### config.mk
export PLATFORM = sky130hd
export DESIGN_NAME = lrn_scheduler
export DESIGN_NICKNAME = d
export VERILOG_FILES = /design/src/rtl/lrn_pkg.sv /design/src/rtl/lrn_scheduler_credit_counter.sv /design/src/rtl/lrn_scheduler.sv
export SDC_FILE = /design/constraint.sdc
export NUM_CORES = 1
export LEC_CHECK = 0
export CORE_MARGIN = 1.5
export CORE_UTILIZATION = 40
export CTS_BUF_LIST = sky130_fd_sc_hd__clkbuf_4
export DETAILED_ROUTE_END_ITERATION = 10
export PLACE_DENSITY = 0.77
export SYNTH_ARGS = -nofsm -noshare
export SYNTH_HDL_FRONTEND = slang
export SYNTH_SLANG_ARGS = --single-unit
### constraint.sdc
create_clock -name clk -period 12.05 [get_ports clk]
set_input_delay 2.41 -clock clk [delete_from_list [all_inputs] [get_ports clk]]
set_output_delay 2.41 -clock clk [all_outputs]
set_load 0.02 [all_outputs]
### src/rtl/lrn_pkg.sv
`default_nettype none
// ============================================================================
// Module   : lrn_pkg
// Brief    : State encoding and vector-width helper shared by the LRN scheduler.
// Revision : 1.0
// ============================================================================
package lrn_pkg;

    localparam logic [1:0] c_IDLE  = 2'd0;
    localparam logic [1:0] c_RUN   = 2'd1;
    localparam logic [1:0] c_DRAIN = 2'd2;
    localparam logic [1:0] c_DONE  = 2'd3;

    function automatic int vec_width(input int op_width, input int num_pe);
        return op_width * num_pe;
    endfunction

endpackage
`default_nettype wire

### src/rtl/lrn_scheduler_credit_counter.sv
`default_nettype none
// ============================================================================
// Module   : credit_counter
// Brief    : Up/down credit counter with max clamp and overflow flag.
// Revision : 1.0
// ============================================================================
module credit_counter #(
    parameter int CREDITS = 4,
    parameter int WIDTH   = $clog2(CREDITS + 1)
) (
    input  logic clk,
    input  logic reset,
    input  logic i_load,
    input  logic i_inc,
    input  logic i_dec,
    output logic o_zero,
    output logic o_overflow
);

    localparam logic [WIDTH-1:0] c_MAX = WIDTH'(CREDITS);

    logic [WIDTH-1:0] r_count_q;
    logic [WIDTH-1:0] w_count_d;
    logic             w_full;

    assign w_full     = (r_count_q == c_MAX);
    assign o_zero     = (r_count_q == '0);
    // A return with no matching issue while full means a credit was never lent.
    assign o_overflow = i_inc & ~i_dec & w_full & ~i_load;

    always_comb begin
        w_count_d = r_count_q;
        if (i_load) begin
            w_count_d = c_MAX;
        end else if (i_inc && !i_dec) begin
            if (!w_full) begin
                w_count_d = r_count_q + 1'b1;
            end
        end else if (i_dec && !i_inc) begin
            if (r_count_q != '0) begin
                w_count_d = r_count_q - 1'b1;
            end
        end
    end

    always_ff @(posedge clk or posedge reset) begin
        if (reset) begin
            r_count_q <= c_MAX;
        end else begin
            r_count_q <= w_count_d;
        end
    end

endmodule
`default_nettype wire

### src/rtl/lrn_scheduler.sv
`default_nettype none
// ============================================================================
// Module   : lrn_scheduler
// Brief    : Sequences one LRN pass, credit-metering issue into normalization.
// Revision : 1.0
// ============================================================================
module lrn_scheduler
    import lrn_pkg::*;
#(
    parameter int OP_WIDTH  = 16,
    parameter int NUM_PE    = 4,
    parameter int CREDITS   = 4,
    parameter int CNT_WIDTH = 16
) (
    input  logic                                   clk,
    input  logic                                   reset,
    input  logic                                   start,
    input  logic [CNT_WIDTH-1:0]                   cfg_num_vectors,
    input  logic                                   in_valid,
    output logic                                   in_ready,
    input  logic [vec_width(OP_WIDTH,NUM_PE)-1:0]  in_square_sum,
    input  logic [vec_width(OP_WIDTH,NUM_PE)-1:0]  in_lrn_center,
    output logic                                   norm_enable,
    output logic [vec_width(OP_WIDTH,NUM_PE)-1:0]  norm_square_sum,
    output logic [vec_width(OP_WIDTH,NUM_PE)-1:0]  norm_lrn_center,
    input  logic [vec_width(OP_WIDTH,NUM_PE)-1:0]  norm_out,
    input  logic                                   norm_out_valid,
    output logic [vec_width(OP_WIDTH,NUM_PE)-1:0]  out_data,
    output logic                                   out_valid,
    output logic                                   busy,
    output logic                                   done,
    output logic                                   err_credit
);

    localparam int VEC_W = vec_width(OP_WIDTH, NUM_PE);

    logic [1:0]           r_state_q,    w_state_d;
    logic [CNT_WIDTH-1:0] r_num_q,      w_num_d;
    logic [CNT_WIDTH-1:0] r_issued_q,   w_issued_d;
    logic [CNT_WIDTH-1:0] r_returned_q, w_returned_d;
    logic                 r_norm_en_q,  w_norm_en_d;
    logic [VEC_W-1:0]     r_norm_sq_q,  w_norm_sq_d;
    logic [VEC_W-1:0]     r_norm_ctr_q, w_norm_ctr_d;
    logic                 r_out_vld_q,  w_out_vld_d;
    logic [VEC_W-1:0]     r_out_data_q, w_out_data_d;
    logic                 r_done_q,     w_done_d;
    logic                 r_err_q,      w_err_d;

    logic w_active;
    logic w_issue;
    logic w_ret_count;
    logic w_start_go;
    logic w_cred_zero;
    logic w_cred_ovf;

    assign w_active    = (r_state_q == c_RUN) || (r_state_q == c_DRAIN);
    assign w_start_go  = start && (r_state_q == c_IDLE);
    assign in_ready    = (r_state_q == c_RUN) && !w_cred_zero && (r_issued_q != r_num_q);
    assign w_issue     = in_valid && in_ready;
    // Results outside a pass are forwarded but never counted against credits.
    assign w_ret_count = norm_out_valid && w_active;

    credit_counter #(
        .CREDITS (CREDITS)
    ) u_credit (
        .clk        (clk),
        .reset      (reset),
        .i_load     (w_start_go),
        .i_inc      (w_ret_count),
        .i_dec      (w_issue),
        .o_zero     (w_cred_zero),
        .o_overflow (w_cred_ovf)
    );

    always_comb begin
        w_state_d    = r_state_q;
        w_num_d      = r_num_q;
        w_issued_d   = r_issued_q;
        w_returned_d = r_returned_q;
        case (r_state_q)
            c_IDLE: begin
                if (start) begin
                    w_num_d      = cfg_num_vectors;
                    w_issued_d   = '0;
                    w_returned_d = '0;
                    w_state_d    = (cfg_num_vectors == '0) ? c_DONE : c_RUN;
                end
            end
            c_RUN: begin
                if (r_issued_q == r_num_q) begin
                    w_state_d = c_DRAIN;
                end
            end
            c_DRAIN: begin
                if (r_returned_q == r_num_q) begin
                    w_state_d = c_DONE;
                end
            end
            default: w_state_d = c_IDLE;
        endcase
        if (w_issue) begin
            w_issued_d = r_issued_q + 1'b1;
        end
        if (w_ret_count) begin
            w_returned_d = r_returned_q + 1'b1;
        end
    end

    always_comb begin
        w_norm_en_d  = w_issue;
        w_norm_sq_d  = w_issue ? in_square_sum : r_norm_sq_q;
        w_norm_ctr_d = w_issue ? in_lrn_center : r_norm_ctr_q;
        w_out_vld_d  = norm_out_valid;
        w_out_data_d = norm_out_valid ? norm_out : r_out_data_q;
        w_done_d     = (r_state_q == c_DONE);
        w_err_d      = r_err_q | (norm_out_valid & ~w_active) | w_cred_ovf;
    end

    always_ff @(posedge clk or posedge reset) begin
        if (reset) begin
            r_state_q    <= c_IDLE;
            r_num_q      <= '0;
            r_issued_q   <= '0;
            r_returned_q <= '0;
            r_norm_en_q  <= 1'b0;
            r_norm_sq_q  <= '0;
            r_norm_ctr_q <= '0;
            r_out_vld_q  <= 1'b0;
            r_out_data_q <= '0;
            r_done_q     <= 1'b0;
            r_err_q      <= 1'b0;
        end else begin
            r_state_q    <= w_state_d;
            r_num_q      <= w_num_d;
            r_issued_q   <= w_issued_d;
            r_returned_q <= w_returned_d;
            r_norm_en_q  <= w_norm_en_d;
            r_norm_sq_q  <= w_norm_sq_d;
            r_norm_ctr_q <= w_norm_ctr_d;
            r_out_vld_q  <= w_out_vld_d;
            r_out_data_q <= w_out_data_d;
            r_done_q     <= w_done_d;
            r_err_q      <= w_err_d;
        end
    end

    assign norm_enable     = r_norm_en_q;
    assign norm_square_sum = r_norm_sq_q;
    assign norm_lrn_center = r_norm_ctr_q;
    assign out_valid       = r_out_vld_q;
    assign out_data        = r_out_data_q;
    assign done            = r_done_q;
    assign err_credit      = r_err_q;
    assign busy            = w_active;

endmodule
`default_nettype wire

==> results of run 1 <==
==> layout make-up <==
class | instances | area (µm²) | share of cell area, %
Tap cell | 341 | 427 | 2.65
Sequential cell | 249 | 6230 | 38.7
Inverter | 14 | 67.6 | 0.420
Timing Repair Buffer | 416 | 4140 | 25.8
Clock buffer | 97 | 728 | 4.53
Multi-Input combinational cell | 436 | 4320 | 26.9
Antenna cell | 2 | 5.00 | 0.0311
Clock inverter | 22 | 156 | 0.972
==> through the flow <==
stage	area [µm²]	utilization, %	hold slack, ns	setup WS [ns]	power [mW]
global placement	15200	56.7	0.468	6.48	3.10
finish	16100	60.0	0.490	7.07	3.90
global route	16100	60.0	0.504	6.89	4.09
detailed placement	15200	56.7	0.472	6.41	3.13
floorplan	10800	-	0.476	2.80	2.36
CTS	16100	60.0	0.490	7.00	3.94
==> layer usage <==
metal | global-route usage, % | wire, µm
met3 | 7.00 | 2040
met5 | 0 | 0
met2 | 37.5 | 15700
met4 | 6.89 | 725
met1 | 25.4 | 12100
==> cell usage after synthesis, drive strengths merged, types with 5 or more instances <==
master	count	area [µm²]
a221o	7	70.1
nor4	6	37.5
mux2	210	2820
nor2	13	48.8
a21oi	7	38.8
nand4	15	93.8
ha	7	87.6
nand3	12	60.1
buf	17	178
clkbuf	14	52.6
dfrtp	248	6210
o211ai	7	52.6
o31ai	5	37.5
and3	5	31.3
nand2	26	100
inv	13	48.8
o21ai	29	145
and2	8	50.1
xnor2	32	288
nor3	12	60.1
==> state kept, by name, summed over array words and instances (netlist names) <==
| signal | count |
|---|---|
| u_credit.r_count_q | 3 |
| r_issued_q | 16 |
| norm_lrn_center | 64 |
| done | 1 |
| r_returned_q | 16 |
| out_data | 64 |
| norm_enable | 1 |
| err_credit | 1 |
| out_valid | 1 |
| r_state_q | 2 |
| r_num_q | 16 |
| norm_square_sum | 64 |
==> worst register-to-register path: cells and delay by family (launching register included) <==
family                 cells  cell delay [ns]
muxes                      1             0.43
DFF                        1             0.60
and+or+nand+nor            3             0.74
buffers and inverters      2             1.44
==> worst max path at each step <==
stage | startpoint | cells past startpoint | slack [ns] | to
finish | r_num_q[3] | 5 | 7.07 | in_ready
global route | r_num_q[15] | 5 | 6.89 | in_ready
CTS | r_num_q[3] | 5 | 7.00 | in_ready
detailed placement | in_valid | 6 | 6.41 | norm_square_sum[2]
global placement | in_valid | 6 | 6.48 | norm_square_sum[33]
floorplan | reset | 1 | 2.80 | done
==> power by group through the flow <==
stage / combinational, mW / clock (mW) / sequential [mW]
floorplan: 0.745 / 0 / 1.61
global placement: 1.75 / 0 / 1.35
detailed placement: 1.78 / 0 / 1.35
CTS: 1.78 / 0.810 / 1.35
global route: 1.86 / 0.853 / 1.39
finish: 1.77 / 0.777 / 1.35
==> logic make-up (layout without fill, tap and decap cells) <==
family          Yosys count  after routing  share of synthesized area (%)
compound gates           70             70                           4.39
xor+xnor                 35             35                           2.90
fa+ha+maj                 8              8                          0.993
buf+inv                  45            549                           2.61
flops                   249            249                           57.5
mux                     213            213                           26.3
other cells               0              2                              0
simple gates            110            110                           5.33
==> results list, run 1 <==
- The flow ran to the end, and the final reports show no timing, DRC or antenna violations.
* Placed insts: 1,456
- In this run the static leakage power is ~6.8 nW.
* Number of I/O pins: slightly above 400
* Worst Reg-to-Reg Cells: 6
- For the pin with the worst max-slew slack, the measured transition is 1.07 ns.
- In this run the deepest clock path goes through 3 buffers.
* RePlAce Congestion: 0.841
* Maximum capacitance violations: 0
- Initial DRC count: 380
- Net count reported at finish: around 1,400
- Arrival time reported for the critical path endpoint: 2.57 ns
- Via count: slightly below 8,000
- The share of the Yosys chip area taken by registers is 57.5%.
* Wire length of the first global-routing pass: 47,100 µm
* Final-report hold violation count: 0
- The most used flip-flop cell after synthesis is sky130_fd_sc_hd__dfrtp_1.
* Clock Latency Late Sink: 0.66 ns
* Count of hold-fix buffers inserted at cts: 0
* Clock skew: about 0.037 ns
- Grt total ovfl: 0
- Counting both buffers and inverters, the worst setup path holds a total of 1.
- The count of buffers added on input and output ports is 410.
* # H-tree levels: 3
* Count of buffers added by post-CTS timing repair for setup: 0
- Core Rows: 60
* CP Data Required Time: 9.64 ns
- Along the worst hold path, the cell count comes to 1.
- After detailed routing, the number of vias per cell comes to 4.96.
- Fraction of layout cells with a size suffix above 1: 26.2%
- Power density normalized to cell area: 242 mW/mm²
* Worst-case vdd ir drop: 0.000160 V
* Fraction of registers with async set or reset after synthesis: between 90% and 100%
- In this run the standard cell core region covers 0.0268 mm².
- All-Layer GR Usage: 21.7%
- Clock-pin transition on the worst setup and hold timing paths: ~0.06 ns
- Highest clock rate: 201 MHz
* Mean cell area of the mapped netlist: 14.8 µm²
* Number of iterations in the first detailed-routing pass: 4
- The initial antenna violation count is 1.
- Switching part of the total power: a little over a third
- In this run the worst hold path is classified as reg -> reg.
* Drt drc: 0
* Critical path peak fanout: 3
- The floorplan step defined a die boundary enclosing 0.0281 mm².
* Setup_tns: 0 ns
- CTS saw around 250 sinks.
* Number of max-slew violations in the final report: 0
* Cell-by-cell listing of the critical path: xnor2_1 > nand4_1 > o41ai_2 > nor2_1 > clkdlybuf4s50_1
- The initial utilization of the core area, before any placement, comes to 40.4%.
- Setup repair after global routing left no endpoint under its margin.
- Summed over all nets, the half-perimeter wirelength after detailed placement is 22,100 µm.
- Of the available clock period, the critical path in the final layout requires approximately two fifths.
* Post-synth EDFFs: 0
* Part of the total power dissipated in combinational logic: 45.4%
- Synth cell types: 53
- Kind of cell adding the most delay to the critical path: buffers and inverters
* Per-cell routed wire length: 19.4 µm
* Total net switching power: 1.37 mW
* Syn nets: 951
- Clock tree synthesis selected as its root buffer the cell sky130_fd_sc_hd__clkbuf_4.
- Minimum setup slack among reg-to-reg paths: a little under 9 ns
- In this run the most critical hold path is launched from norm_square_sum[61].
* Number of setup violations in the final report: 0
- Internal Pwr Total: 2.53 mW
- The synthesized design contains about 250 register bits.
* Minimum period implied by the final worst setup slack: 4.98 ns
- Final non-filler cell total: approximately 1,600
- The largest single stage delay on the critical path is about 0.56 ns.
- TritonCTS created 70 clock buffers.
- Count of nets left with antenna violations after detail routing: 0
- For hold timing, the worst endpoint is norm_square_sum[61].
- Max transition margin: 29.0%
- Width of the die: 168 µm
- The worst register-to-register path begins at u_credit.r_count_q[2].
- Wires add up to 30,500 µm.
* Worst reg2reg endpoint: norm_square_sum[9]
* Cells after synthesis: 730
- Worst Setup End Kind: output port
- Number of gates resized after CTS: 0
- Fillers: between 2,000 and 2,500
- Maximum number of pins on one net before global-route repair: 114
- Vertical die dimension: between 150 and 200 µm
- Proportion of power drawn by the clock network: 19.9%
* Startpoint class of the critical path: flip-flop
- Clock tree from TritonCTS: done
- The mapped netlist covers between 0.01 and 0.015 mm².
* Via count of the first global-routing pass: 8,403
- Per report_power, the sequential group accounts for 34.7% of the total.
- The worst setup path is of the reg -> out kind.
- Most common library cell in the layout ignoring fill and taps: sky130_fd_sc_hd__clkdlybuf4s50_1
- Yosys warning total: 0
- In the layout the commonest cells are sky130_fd_sc_hd__clkdlybuf4s50_1 (409), sky130_fd_sc_hd__dfrtp_1 (248), sky130_fd_sc_hd__mux2_4 (121).
- Critical-path cell with the highest stage delay: sky130_fd_sc_hd__clkdlybuf4s50_1
* Synth-to-layout area growth: 48.4%
Note: power is estimated with default switching activity, not from simulation.
==> inputs of run 2 (changes only) <==
- clock period: 12.05 -> 4.64 ns (I/O delays scaled with it)
==> run 2 against run 1 <==
Sequential share of layout area is 0.20 points lower. Final cell count increased by 0.32%. Cell area increased by 0.51%. Worst setup slack got worse by 5.9 ns. Combinational power grew to 2.6 times the previous value. Global-route usage increased by 0.60 points. Flip-flop and latch count unchanged. Routed wire length increased by 1.9%. Via count up 0.49%. Register-to-register slack lost 7.3 ns. Largest cell class unchanged. Largest power group unchanged.
==> results list, run 2 (same netlist as run 1, synthesis figures left out) <==
* Most used cells in the layout excluding fill and tap cells: sky130_fd_sc_hd__clkdlybuf4s50_1 (409), sky130_fd_sc_hd__dfrtp_1 (248), sky130_fd_sc_hd__mux2_4 (121)
- HPWL after DPL: 22,700 µm
* Critical path peak fanout: 7
- Number of I/O pins: 411
- The number of hold buffers added after CTS was 0.
- Initial DRC count: ~330
- Clock tree synthesis inserted a total of 70 buffers.
- Counting every sink on the clock net gives between 200 and 250.
* Part of the cycle the worst path needs: 75.1%
- The first global-routing pass estimated 48,300 µm of wire.
- After detailed routing, the total wire length is between 30,000 and 40,000 µm.
* RSZ-0062 raised after global routing: false
* Antenna violations before repair: 2
- The final-report hold violation count is 0.
- Maximum capacitance violations: 0
- At the end of routability-driven placement, the weighted congestion stood at 0.865.
- Port buffering added 410 buffers.
- For the final routed database, the setup TNS stands at 0 ns.
- The floorplan step defined a die boundary enclosing 0.0281 mm².
- The final max-slew violation count came to 0.
- Most common library cell in the layout ignoring fill and taps: sky130_fd_sc_hd__clkdlybuf4s50_1
* Placement-stage cell area: 0.0153 mm²
- Number of gates resized after CTS: 0
* Final non-filler cell total: 1,582
- Timing analysis after detailed placement gives a worst setup slack of 1.07 ns.
- Clock skew: around 0.047 ns
* Power density normalized to cell area: a little over 600 mW/mm²
- Entering global routing, the biggest net connects 67 pins.
* Fraction of layout cells with a size suffix above 1: 26.7%
- Fillers: ~2,100
* Ratio of routed vias to standard cells: 4.97
- Before antenna repair, the detailed router went through 4 iterations.
* Drt drc: 0
* Number of setup violations in the final report: 0
* Post-route cell area: about 0.016 mm²
- STA classifies the critical path startpoint as a flip-flop.
- Maximum count of clock buffers along a single path: 3
* Via count: 7,865
- In this design, the stage delay of the slowest critical-path cell is 0.55 ns.
- Among all stages on the critical path, the largest delay is contributed by sky130_fd_sc_hd__clkdlybuf4s50_1.
- CTS root buffer: sky130_fd_sc_hd__clkbuf_4
* Starting density of the core: 40.4%
- After clock tree synthesis, the clock-pin slew on the worst setup and hold paths is 0.06 ns.
- # H-tree levels: 3
- Category of the most critical setup path: reg -> out
- Vertical die dimension: 168 µm
* Via count of the first global-routing pass: 8,587
- Core Rows: 60
- Arrival time reported for the critical path endpoint: ~2.6 ns
* Run status: completed
* Count of nets left with antenna violations after detail routing: 0
- Counting both buffers and inverters, the worst setup path holds a total of 1.
- Count of buffers added by post-CTS timing repair for setup: 0
* Placed insts: roughly 1,500
* Max transition margin: approximately 25%
* CP Data Required Time: between 3 and 4 ns
- Setup slack on the critical path of the routed design comes to around 1.2 ns.
- IR analysis of the VDD net gives a maximum drop of between 0.0003 and 0.0004 V.
* Clock Latency Late Sink: 0.65 ns
- Kind of cell adding the most delay to the critical path: buffers and inverters
- Walking the worst path, the cells encountered are xnor2_1 > nand4_1 > o41ai_2 > nor2_1 > clkdlybuf4s50_1.
* Width of the die: 168 µm
- Per-cell routed wire length: about 20 µm
- Clock tree from TritonCTS: done
- Total chip power: 10.1 mW
- The net count of the finished layout is 1,415.
- Summed over all layers, the global routing overflow is 0.
* Area of the core region: 0.0268 mm²
- Compared with the post-synthesis result, the final layout area differs by 49.2%.
- LEAKAGE: 6.84 nW
- Tightest Pin Transition: around 1.1 ns
* All-Layer GR Usage: 22.3%
* Worst hold path class: reg -> reg
* Highest clock rate: 287 MHz
- Minimum period implied by the final worst setup slack: 3.49 ns
- Worst Setup End Kind: output port
[run 2: changes by cell type in the layout (fill, tap and decap cells not counted)]
cell / previous run / this run
sky130_fd_sc_hd__buf_12: 0 / 5
sky130_fd_sc_hd__clkinv_2: 2 / 10
sky130_fd_sc_hd__clkbuf_4: 97 / 91
sky130_fd_sc_hd__buf_2: 1 / 0
sky130_fd_sc_hd__clkinv_1: 14 / 11
sky130_fd_sc_hd__inv_8: 2 / 1
sky130_fd_sc_hd__buf_4: 6 / 9
sky130_fd_sc_hd__inv_2: 1 / 2
sky130_fd_sc_hd__clkinv_4: 3 / 0
sky130_fd_sc_hd__clkinvlp_4: 1 / 3
[run 2: power by group]
group          internal, mW  switching [mW]
Combinational          2.56            2.04
Clock                  1.03           0.934
Sequential             2.94           0.553
[run 2: worst paths after layout]
check | from | to | slack (ns) | cells after the start
min in group asynchronous | reset | norm_square_sum[55] | 0.89 | 2
hold reg to reg | norm_square_sum[60] | norm_square_sum[60] | 0.48 | 1
max in group asynchronous | reset | u_credit.r_count_q[2] | 2.81 | 3
hold / removal | norm_square_sum[60] | norm_square_sum[60] | 0.48 | 1
setup / recovery | r_issued_q[6] | in_ready | 1.15 | 5
setup reg to reg | r_state_q[0] | u_credit.r_count_q[2] | 1.48 | 9
[run 2: layout make-up]
cell class	count	area (µm²)	area share [%]
antenna	2	5.00	0.0310
clock buffer	91	683	4.23
clock inverter	26	170	1.05
inverter	14	63.8	0.395
multi-input combinational	436	4320	26.7
sequential	249	6230	38.5
tap	341	427	2.64
timing repair buffer	423	4260	26.4
[run 2: metal layers]
metal,track usage [%],wire length [µm],up-vias
met4,11.5,1410,0
met5,0,0,-
met1,25.2,11700,3867
met3,7.40,2430,83
li1,-,-,3594
met2,37.5,15600,321
[run 2: through the flow]
| stage | utilization, % | hold WS, ns |
|---|---|---|
| 2_1_floorplan | - | 0.476 |
| 3_3_place_gp | 57.1 | 0.469 |
| 3_5_place_dp | 57.1 | 0.475 |
| 4_1_cts | 60.3 | 0.488 |
| 5_1_grt | 60.3 | 0.509 |
| 6_report | 60.3 | 0.484 |
==> inputs of run 3 (changes only) <==
- PLACE_DENSITY: 0.77 -> 0.8
- clock period: 4.64 -> 3.2 ns (I/O delays scaled with it)
==> run 3 against run 2 <==
First-iteration DRC count is 2.1% higher. Clock-buffer cell count up 1. Worst setup slack worse by 0.89 ns. Routed wire length down 1.7%. Utilization up 0.21 points. Via count increased by 1.1%. Cell area increased by 0.34%. Largest cell class unchanged. Largest power group unchanged.
==> results list, run 3 (same netlist as run 1, synthesis figures left out) <==
- Once layout is complete, the utilization of the core stands at 60.5%.
- Timing would allow up to 341 MHz.
- After the flow finishes, the layout carries non-filler instances totaling about 1,600.
- Maximum count of clock buffers along a single path: 3
* HPWL after DPL: 22,500 µm
- Startpoint class of the critical path: flip-flop
- Core Rows: 60
- After the first detailed-routing iteration, the DRC count stood at 335.
- Clock tree synthesis found a total of 249 sinks.
- Number of max-slew violations in the final report: 0
- Final-report hold violation count: 0
- Traced cell by cell, the critical path runs through xnor2_1 > nand4_1 > o41ai_2 > nor2_1 > dlygate4sd2_1.
- Post-CTS repair changed the size of 2 cells.
- At the end of routability-driven placement, the weighted congestion stood at a little over 0.8.
* Via count: roughly 8,000
- The slowest stage of the critical path is the sky130_fd_sc_hd__dfrtp_1 cell.
- Placed insts: 1,473
* Critical path peak fanout: 7
- The initial utilization of the core area, before any placement, comes to 40.4%.
- The die is 168 µm tall.
* Maximum capacitance violations: 0
- The H-tree generated during clock tree synthesis spans 3 levels.
- Maximum number of pins on one net before global-route repair: 67
- Via count of the first global-routing pass: 8,737
- Area used by multi-input combinational logic: between 0.004 and 0.005 mm²
* Worst Setup End Kind: output port
* Combined flip-flop and latch cell area: 0.00623 mm²
* Count of buffers added by post-CTS timing repair for setup: 0
- In this design, the stage delay of the slowest critical-path cell is 0.46 ns.
- Number of iterations in the first detailed-routing pass: 4
- Number of buffer cells added on primary ports: slightly above 400
- Wire length of the first global-routing pass: 47,000 µm
- Part of the cycle the worst path needs: between 90% and 100%
- CTS root buffer: sky130_fd_sc_hd__clkbuf_4
* Total die area: 0.0281 mm²
- In this run the tightest slew margin relative to its limit is slightly below 40%.
* Minimum period implied by the final worst setup slack: 2.93 ns
- For this run, the post-layout net count is 1,426.
- Clock-pin transition on the worst setup and hold timing paths: around 0.07 ns
- Data arrives at the worst endpoint at 2.29 ns.
- Worst-case vdd ir drop: 0.000542 V
* Most common library cell in the layout ignoring fill and taps: sky130_fd_sc_hd__clkdlybuf4s50_1
- Placement-stage cell area: 0.0154 mm²
- Category of the most critical setup path: reg -> out
* Count of hold-fix buffers inserted at cts: 0
- In the final layout, the share of cells above drive strength 1 is 26.6%.
* Synth-to-layout area growth: 49.7%
- Tightest Pin Transition: 0.908 ns
- Count of nets left with antenna violations after detail routing: 0
- For the worst setup path, the data required time is 2.56 ns.
- All-Layer GR Usage: between 20 and 25%
- Clock tree from TritonCTS: done
- The initial antenna violation count was 2.
* Post-route cell area: approximately 0.016 mm²
- The min-delay analysis places its worst path in the category in -> async.
- Setup violations remaining at the end of the flow were counted as 0.
- Ratio of routed vias to standard cells: 4.99
* Clock skew: 0.0413 ns
* Clock Latency Late Sink: 0.65 ns
- Area of the core region: 0.0268 mm²
- For this design the ratio of total power to cell area is 893 mW/mm².
- Most used cells in the layout excluding fill and tap cells: sky130_fd_sc_hd__clkdlybuf4s50_1 (408), sky130_fd_sc_hd__dfrtp_1 (247), sky130_fd_sc_hd__mux2_4 (121)
- The flow ran to the end, and the final reports show no timing, DRC or antenna violations.
- RSZ-0062 raised after global routing: false
- Per-cell routed wire length: 19.2 µm
- Clock tree synthesis inserted a total of 71 buffers.
* Final Routed Wirelength: 30,600 µm
* LEAKAGE: just under 7 nW
* Drt drc: 0
* Grt total ovfl: 0
* Width of the die: 168 µm
- In this run the count of I/O pins placed on the die edge is approximately 410.
- Fill cells in the final layout number 2,108.
- Worst Reg-to-Reg Cells: 10
==> run 3: cell types whose count changed in the layout (fill, tap and decap cells not counted), sizes merged <==
cell           previous run  this run
diode                     2         3
clkdlybuf4s50           409       408
buf                      14        24
clkinvlp                  3         1
dlygate4sd2               0         1
inv                      14        15
bufinv                    2         1
clkbuf                   91        92
==> run 3: per-layer routing <==
metal	wire, µm	part of all wire (%)	up-vias	track usage [%]
met5	0	0	-	0
met4	1140	3.7	0	10.2
met2	15600	51	302	37.1
met3	2280	7.5	74	7.54
li1	-	-	3619	-
met1	11500	38	3954	23.8
==> run 3: final cells by class <==
cell class / count / area share (%)
clock buffers: 92 / 4.26
repair buffers: 433 / 26.9
well taps: 341 / 2.63
flip-flops and latches: 249 / 38.4
diodes: 3 / 0.0463
clock inverters: 24 / 0.725
multi-input cells: 436 / 26.7
inverters: 14 / 0.393
==> run 3: worst max-delay path: cells and delay by family, from the launching register on <==
family | cells | cell delay, ns
buffers and inverters | 1 | 0.34
AO/OA/AOI/OAI | 1 | 0.39
flip-flops | 1 | 0.46
AND/OR/NAND/NOR | 2 | 0.28
XOR/XNOR | 1 | 0.19
==> run 3: metrics by stage <==
stage                     worst slack, ns  total power [mW]  hold WS [ns]  TNS, ns
final                               0.267              14.5         0.402        0
after global routing               0.0559              15.3         0.389        0
after CTS                           0.200              14.7         0.361        0
after detailed placement            0.327              11.8         0.474        0
after global placement              0.352              11.6         0.467        0
after floorplan                    -0.713              8.88         0.476  -176.80
==> run 3: power breakdown <==
part | internal, mW | switching, mW | total (mW)
clock network | 1.41 | 1.34 | 2.75
registers | 4.26 | 0.753 | 5.02
logic | 3.75 | 2.97 | 6.72
total | 9.43 | 5.06 | 14.5
==> run 3: worst paths after layout <==
kind | startpoint | to | slack [ns]
max | r_issued_q[6] | in_ready | 0.27
min | reset | norm_square_sum[18] | 0.40
max in group asynchronous | reset | norm_lrn_center[38] | 2.06
min reg2reg | norm_square_sum[60] | norm_square_sum[60] | 0.48
min in group clk | norm_square_sum[60] | norm_square_sum[60] | 0.48
max reg2reg | r_issued_q[6] | u_credit.r_count_q[2] | 0.43
